==> config.mk <==
export PLATFORM = sky130hd
export DESIGN_NAME = pc_sequencer
export DESIGN_NICKNAME = d
export VERILOG_FILES = /design/src/rtl/pc_sequencer.sv
export SDC_FILE = /design/constraint.sdc
export NUM_CORES = 1
export LEC_CHECK = 0
export BUFFER_PORTS_ARGS = -buffer_cell sky130_fd_sc_hd__buf_2
export CAP_MARGIN = 25
export CORE_MARGIN = 10
export CORE_UTILIZATION = 45
export CTS_BUF_LIST = sky130_fd_sc_hd__clkbuf_4
export DETAILED_ROUTE_END_ITERATION = 8
export PLACE_DENSITY = 0.87
export SLEW_MARGIN = 20
export SYNTH_ARGS = -nofsm -noshare
export SYNTH_HDL_FRONTEND = slang
export SYNTH_SLANG_ARGS = --single-unit
==> constraint.sdc <==
create_clock -name clk -period 2.7 [get_ports clk]
set_input_delay 0.54 -clock clk [delete_from_list [all_inputs] [get_ports clk]]
set_output_delay 0.54 -clock clk [all_outputs]
set_load 0.02 [all_outputs]
==> src/rtl/pc_sequencer.sv <==
// Program-counter sequencer: fetches one instruction word at a time, hands it to
// the datapath, then computes the next pc (sequential, relative branch or register branch).
module pc_sequencer #(
  parameter logic [15:0] RESET_PC = 16'h0000
) (
  input  logic        clk,
  input  logic        rst_n,
  output logic        imem_req,
  output logic [15:0] imem_addr,
  input  logic        imem_ack,
  input  logic [15:0] imem_data,
  output logic [15:0] instr,
  output logic        instr_valid,
  input  logic        exec_done,
  input  logic [2:0]  flags,
  input  logic [15:0] reg_target,
  output logic [15:0] pc,
  output logic [15:0] pc_plus2,
  output logic        halted,
  output logic        redirect,
  output logic [15:0] retired
);

  localparam logic [1:0] S_FETCH = 2'd0;
  localparam logic [1:0] S_EXEC  = 2'd1;
  localparam logic [1:0] S_HALT  = 2'd2;

  localparam logic [3:0] OP_B   = 4'b1100;
  localparam logic [3:0] OP_BR  = 4'b1101;
  localparam logic [3:0] OP_HLT = 4'b1111;

  logic [1:0]  r_state;
  logic [15:0] r_pc;
  logic [15:0] r_instr;
  logic [15:0] r_retired;
  logic        r_instr_valid;
  logic        r_redirect;

  logic [15:0] w_pc_plus2;
  logic [3:0]  w_opcode;
  logic [2:0]  w_cond;
  logic        w_z;
  logic        w_v;
  logic        w_n;
  logic        w_cond_true;
  logic        w_is_b;
  logic        w_is_br;
  logic        w_taken;
  logic [15:0] w_b_offset;
  logic [15:0] w_b_target;
  logic [15:0] w_next_pc;
  logic        w_fetch_is_hlt;

  assign w_pc_plus2 = r_pc + 16'd2;
  assign w_opcode   = r_instr[15:12];
  assign w_cond     = r_instr[11:9];
  // flags are packed {Z,V,N}
  assign w_z        = flags[2];
  assign w_v        = flags[1];
  assign w_n        = flags[0];

  always_comb begin
    w_cond_true = 1'b0;
    case (w_cond)
      3'b000:  w_cond_true = ~w_z;
      3'b001:  w_cond_true = w_z;
      3'b010:  w_cond_true = ~w_z & ~w_n;
      3'b011:  w_cond_true = w_n;
      3'b100:  w_cond_true = w_z | (~w_z & ~w_n);
      3'b101:  w_cond_true = w_n | w_z;
      3'b110:  w_cond_true = w_v;
      default: w_cond_true = 1'b1;
    endcase
  end

  assign w_is_b     = (w_opcode == OP_B);
  assign w_is_br    = (w_opcode == OP_BR);
  assign w_taken    = (w_is_b | w_is_br) & w_cond_true;
  // Word offset: sign-extend the 9-bit field and scale to bytes.
  assign w_b_offset = {{6{r_instr[8]}}, r_instr[8:0], 1'b0};
  assign w_b_target = w_pc_plus2 + w_b_offset;

  always_comb begin
    w_next_pc = w_pc_plus2;
    if (w_taken) begin
      w_next_pc = w_is_br ? reg_target : w_b_target;
    end
  end

  assign w_fetch_is_hlt = (imem_data[15:12] == OP_HLT);

  always_ff @(posedge clk) begin
    if (!rst_n) begin
      r_state       <= S_FETCH;
      r_pc          <= RESET_PC;
      r_instr       <= 16'h0000;
      r_retired     <= 16'h0000;
      r_instr_valid <= 1'b0;
      r_redirect    <= 1'b0;
    end else begin
      r_instr_valid <= 1'b0;
      r_redirect    <= 1'b0;
      case (r_state)
        S_FETCH: begin
          if (imem_ack) begin
            r_instr <= imem_data;
            if (w_fetch_is_hlt) begin
              r_state <= S_HALT;
            end else begin
              r_state       <= S_EXEC;
              r_instr_valid <= 1'b1;
            end
          end
        end
        S_EXEC: begin
          if (exec_done) begin
            r_pc       <= w_next_pc;
            r_retired  <= r_retired + 16'd1;
            r_redirect <= w_taken;
            r_state    <= S_FETCH;
          end
        end
        S_HALT: begin
          r_state <= S_HALT;
        end
        default: begin
          r_state <= S_FETCH;
        end
      endcase
    end
  end

  assign imem_req    = (r_state == S_FETCH);
  assign imem_addr   = r_pc;
  assign instr       = r_instr;
  assign instr_valid = r_instr_valid;
  assign pc          = r_pc;
  assign pc_plus2    = w_pc_plus2;
  assign halted      = (r_state == S_HALT);
  assign redirect    = r_redirect;
  assign retired     = r_retired;

endmodule
# Word level (Yosys, flattened, before mapping)
# Cells that the tools add are included.
[op_classes]
addsub = 3
eq_ne = 13
muxes = 8
bitwise_logic = 7
reduce_logical = 7
[op_table]
columns = ["cell", "n"]
rows = [
  ["16-bit 2-to-1 mux", 2],
  ["16-bit by 1-bit adder with 16-bit output (second input constant)", 1],
  ["16-bit adder", 1],
  ["16-bit by 2-bit adder with 16-bit output (second input constant)", 1],
  ["4-bit equality test (second input constant)", 3],
  ["3-bit equality test (second input constant)", 3],
  ["1-bit one-hot mux with 7 select lines", 1],
  ["3-bit by 2-bit equality test with 1-bit output (second input constant)", 2],
  ["2-bit 2-to-1 mux", 3],
  ["2-bit one-hot mux with 3 select lines", 1],
  ["2-bit AND reduction", 3],
  ["3-bit AND reduction", 2],
  ["3-bit by 1-bit equality test with 1-bit output (second input constant)", 1],
  ["3-bit logical NOT", 1],
  ["1-bit OR", 3],
  ["1-bit bitwise AND", 2],
  ["2-bit by 1-bit equality test with 1-bit output (second input constant)", 1],
  ["2-bit equality test (second input constant)", 1],
  ["2-bit logical NOT", 1],
  ["2-bit by 1-bit inequality test with 1-bit output (second input constant)", 1],
  ["2-bit inequality test (second input constant)", 1],
  ["1-bit inverter", 2],
  ["1-bit 2-to-1 mux", 1],
]
[word_totals]
reg_bits = 52
in_bits = 39
output_inout_bits = 84
elab_cells = 44

# Depth between registers and ports, before layout
[logic_depth]
depth_word = 6
depth_mapped = 13
mapped_depth_nobuf = 13

# Least setup slack after synthesis
# No wires, ideal clock.
[synth_path]
kind = "register -> register"
from = "reg r_pc[3], in the netlist imem_addr[3]"
to = "reg r_pc[13], in the netlist imem_addr[13]"
setup_ps = 121
arrival_time_ps = 3155
required_time_ps = 2579
setup_slack_ps = -576
stages_incl_launch_ff = 14
n_path_buf = 1
synth_period_minus_slack_ps = 3276
path_cell_list = "dfxtp_1 nand3_1 nor3_1 and3_1 xor2_1 ha_1 clkbuf_1 a21oi_1 o221ai_1 and3_1 a211o_1 xor2_1 o221ai_1 a21oi_1"
[synth_via]
elab_chain_len = 4
[synth_lines]
columns = ["element", "line", "text"]
rows = [
  ["start: declaration", "33", "logic [15:0] r_pc;"],
  ["start signal: assignment", "117", "r_pc <= w_next_pc;"],
  ["16-bit by 2-bit adder with 16-bit output", "54", "assign w_pc_plus2 = r_pc + 16'd2;"],
  ["net pc_plus2[10]", "18", "output logic [15:0] pc_plus2,"],
  ["16-bit adder", "81", "assign w_b_target = w_pc_plus2 + w_b_offset;"],
  ["16-bit 2-to-1 mux", "86", "w_next_pc = w_is_br ? reg_target : w_b_target;"],
  ["16-bit 2-to-1 mux", "85", "if (w_taken) begin"],
]
# The timed path passes the listed nets, and every way through them passes these cells.
# A chain may end at the register's enable or synchronous reset.

# Worst setup path after layout
[layout_path]
from = "reg r_pc[3], in the netlist imem_addr[3]"
to = "reg r_pc[14], in the netlist imem_addr[14]"
[layout_via]
elab_chain_len = 4
[layout_lines]
columns = ["element", "line"]
rows = [
  ["16-bit by 2-bit adder with 16-bit output *", "54"],
  ["16-bit adder", "81"],
  ["16-bit 2-to-1 mux", "86"],
  ["16-bit 2-to-1 mux *", "85"],
]
# Every way passes the cells marked *; elsewhere a longest branch is shown, timed or not.

==> flow_summary.json <==
{
  "antenna_found_initial": 1,
  "port_buffers": 122,
  "ys_ff_latch": 52,
  "timing.fmax_ghz": 0.378,
  "power_per_cell_area_mw_per_mm2": 346,
  "drc": 0,
  "area_delta_synth_final_pct": 35.0,
  "power.total_mw": 1.61,
  "wl_per_cell_um": 18.1,
  "postLayoutSetupSlackWorst_ns": 0.0537,
  "clkTransAtPathRegs_ns": 0.18,
  "cpPeakStageDelay_ns": 0.41,
  "clockRootBuffer": "clkbuf_4",
  "synth-edff-count": 0,
  "syn-num-nets": 503,
  "core-area_mm2": 0.00737,
  "rows": 31,
  "fin_crit_ns": 2.65,
  "die_w_um": 108,
  "drt_first_iter_violations": 206,
  "cts_tree": "built",
  "track_usage_pct": 20.0,
  "die_area_mm2": 0.0116,
  "hold_class": "input port to flip-flop",
  "syn_inst": 444,
  "totalWireLength_um": 12300,
  "outcome": "completed",
  "synth.avg_cell_area_um2": 7.77,
  "slowest_stage": "dfxtp_4",
  "dp_slack_ns": -0.0704,
  "drtPass1Iterations": 5,
  "worstSetupStartpointType": "flip-flop",
  "async_flop_share_pct": 0,
  "critPathRequiredTime_ns": 2.98,
  "relSlewSlack_pct": 61.5,
  "path_class": "flip-flop to flip-flop",
  "fin_area_mm2": 0.00466,
  "synth_cell_types": 55,
  "skew_ns": 0.0182,
  "clock_latency_ns": 0.38,
  "grt_pass1_vias": 3829,
  "drv_cap": 0,
  "netlist_area_mm2": 0.00345,
  "ctsHoldBuffers": 0,
  "peakVddDrop_mv": 0.236,
  "fin_nets": 638,
  "synth_warnings": 0,
  "start_util_pct": 46.8,
  "place_congestion": 0.923,
  "die_y_um": 108,
  "via_count": 3771,
  "drv_slew": 0,
  "vias_per_cell": 5.55,
  "overflow": 0,
  "arrival_ns": 2.93,
  "ant_nets": 0,
  "clockBufferDepth": 2,
  "grt_max_degree": 30,
  "setup_viol": 0,
  "path_cells": "buf_4 -> buf_4 -> nand3_2 -> xnor2_2 -> ha_1 -> buf_4 -> nand3_1 -> nor2_2 -> o211ai_1 -> a21oi_1 -> a211oi_2 -> xor2_1 -> o41ai_1",
  "finalHoldViolCount": 0,
  "fin_crit_sh_pct": 98.0,
  "path_common_cell": "buf_4",
  "worst_slew_pin_slew_ns": 0.577,
  "cts_sinks": 52,
  "seq_area_frac_synth_pct": 30.2,
  "p_leak_nw": 2.22,
  "grt_pass1_wl_um": 19200,
  "cts_made_buffers": 5,
  "rsz0062_at_grt": "yes",
  "hpwl_um": 9630,
  "whs_ns": 0.366,
  "crit_path_end_kind": "flip-flop",
  "drive_gt1_share_pct": 39.8,
  "path_max_fanout": 6,
  "ys.flop_type": "dfxtp_1",
  "dpl_cell_area_mm2": 0.00437,
  "h-tree-depth": 2,
  "ios": 123
}
-- timing repair --
| action | 4_1_cts | 5_1_grt |
|---|---|---|
| pin swaps | 2 | 11 |
| resized for setup | 4 | 28 |
| setup endpoints to repair | 4 | 8 |
| buffers inserted | 5 | 5 |
-- cell type report --
cell class | count | area (µm²)
Antenna cell | 1 | 2.50
Clock buffer | 5 | 37.5
Clock inverter | 3 | 33.8
Fill cell | 645 | 2710
Inverter | 13 | 48.8
Multi-Input combinational cell | 342 | 2400
Sequential cell | 52 | 1070
Tap cell | 99 | 124
Timing Repair Buffer | 165 | 933
-- sequential cells by signal, summed over array words and instances, names as in the netlist --
register and count:
instr 16, retired 16, instr_valid 1, redirect 1, imem_addr 16, r_state 2
-- stage by stage --
stage	TNS (ns)	std cells	utilization, %
3_3_place_gp	0	661	59.3
3_5_place_dp	-0.163	661	59.3
4_1_cts	0	674	61.1
5_1_grt	-0.110	679	63.2
6_report	0	680	63.2
2_1_floorplan	-0.0232	444	-
-- critical path, delay by kind of cell (launching register included) --
| family | cells | cell delay [ns] |
|---|---|---|
| AOI/OAI and AO/OA | 4 | 0.92 |
| xor gates and xnor gates | 2 | 0.29 |
| adders and majority gates | 1 | 0.29 |
| buffers and inverters | 3 | 0.40 |
| DFF | 1 | 0.41 |
| and+or+nand+nor | 3 | 0.23 |
-- cells in the mapped netlist, types with 5 or more instances --
cell type / number / area share, %
nor3_1: 5 / 0.73
a211oi_1: 6 / 1.3
o221ai_1: 5 / 1.3
a31oi_1: 5 / 0.91
nand3_1: 21 / 3.0
a21oi_1: 45 / 6.5
o21ai_0: 19 / 2.8
o211ai_1: 7 / 1.5
nor2b_1: 5 / 0.91
buf_4: 17 / 3.7
and3_1: 7 / 1.3
clkbuf_1: 16 / 1.7
dfxtp_1: 52 / 30
ha_1: 19 / 6.9
nand2_1: 71 / 7.7
inv_1: 13 / 1.4
nor2_1: 36 / 3.9
xnor2_1: 16 / 4.1
xor2_1: 24 / 6.1
-- per-layer routing --
| layer | GRT usage, % | vias to the layer above | part of all wire [%] |
|---|---|---|---|
| met5 | 0 | - | 0 |
| li1 | - | 1800 | - |
| met1 | 23.1 | 1762 | 40 |
| met3 | 4.85 | 21 | 8.9 |
| met4 | 5.73 | 0 | 1.8 |
| met2 | 35.7 | 188 | 49 |
-- path summary, 6_finish.rpt --
check | end | slack, ns | cells after the start | start
setup / recovery | imem_addr[14] | 0.05 | 13 | imem_addr[3]
hold / removal | instr[0] | 0.37 | 3 | imem_data[0]
hold reg to reg | instr[6] | 0.49 | 2 | instr[6]
setup reg to reg | imem_addr[14] | 0.05 | 13 | imem_addr[3]
-- power by group --
part | internal, mW | switching, mW | leakage (nW) | total (mW)
Clock | 0.115 | 0.290 | 0.0386 | 0.405
Sequential | 0.789 | 0.0355 | 0.430 | 0.825
Combinational | 0.153 | 0.230 | 1.75 | 0.383
Total | 1.06 | 0.555 | 2.22 | 1.61
-- layout by cell type, fill, tap and decap left out, types with 3 or more instances in the layout --
cell type	n
a211oi_1	4
a211oi_2	3
a21oi_1	41
a21oi_2	3
a31oi_1	5
and3_1	6
and4_1	4
buf_2	122
buf_4	43
clkbuf_4	5
dfxtp_1	42
dfxtp_4	8
ha_1	14
ha_4	5
inv_1	12
nand2_1	67
nand2_2	4
nand2b_1	3
nand3_1	19
nand4_1	4
nor2_1	34
nor2b_1	4
nor3_1	4
o211ai_1	7
o21ai_0	16
o221ai_1	4
xnor2_1	10
xnor2_2	4
xor2_1	20
xor2_2	4
-- cells by family after synthesis --
family	Yosys count	share of synthesized area [%]
and+or+nand+nor	175	24.7
AOI/OAI and AO/OA	105	18.6
xor gates and xnor gates	41	10.6
DFF	52	30.2
buffers and inverters	50	8.12
adders and majority gates	20	7.47
muxes	1	0.290
Power figures use the tool's default switching activity.
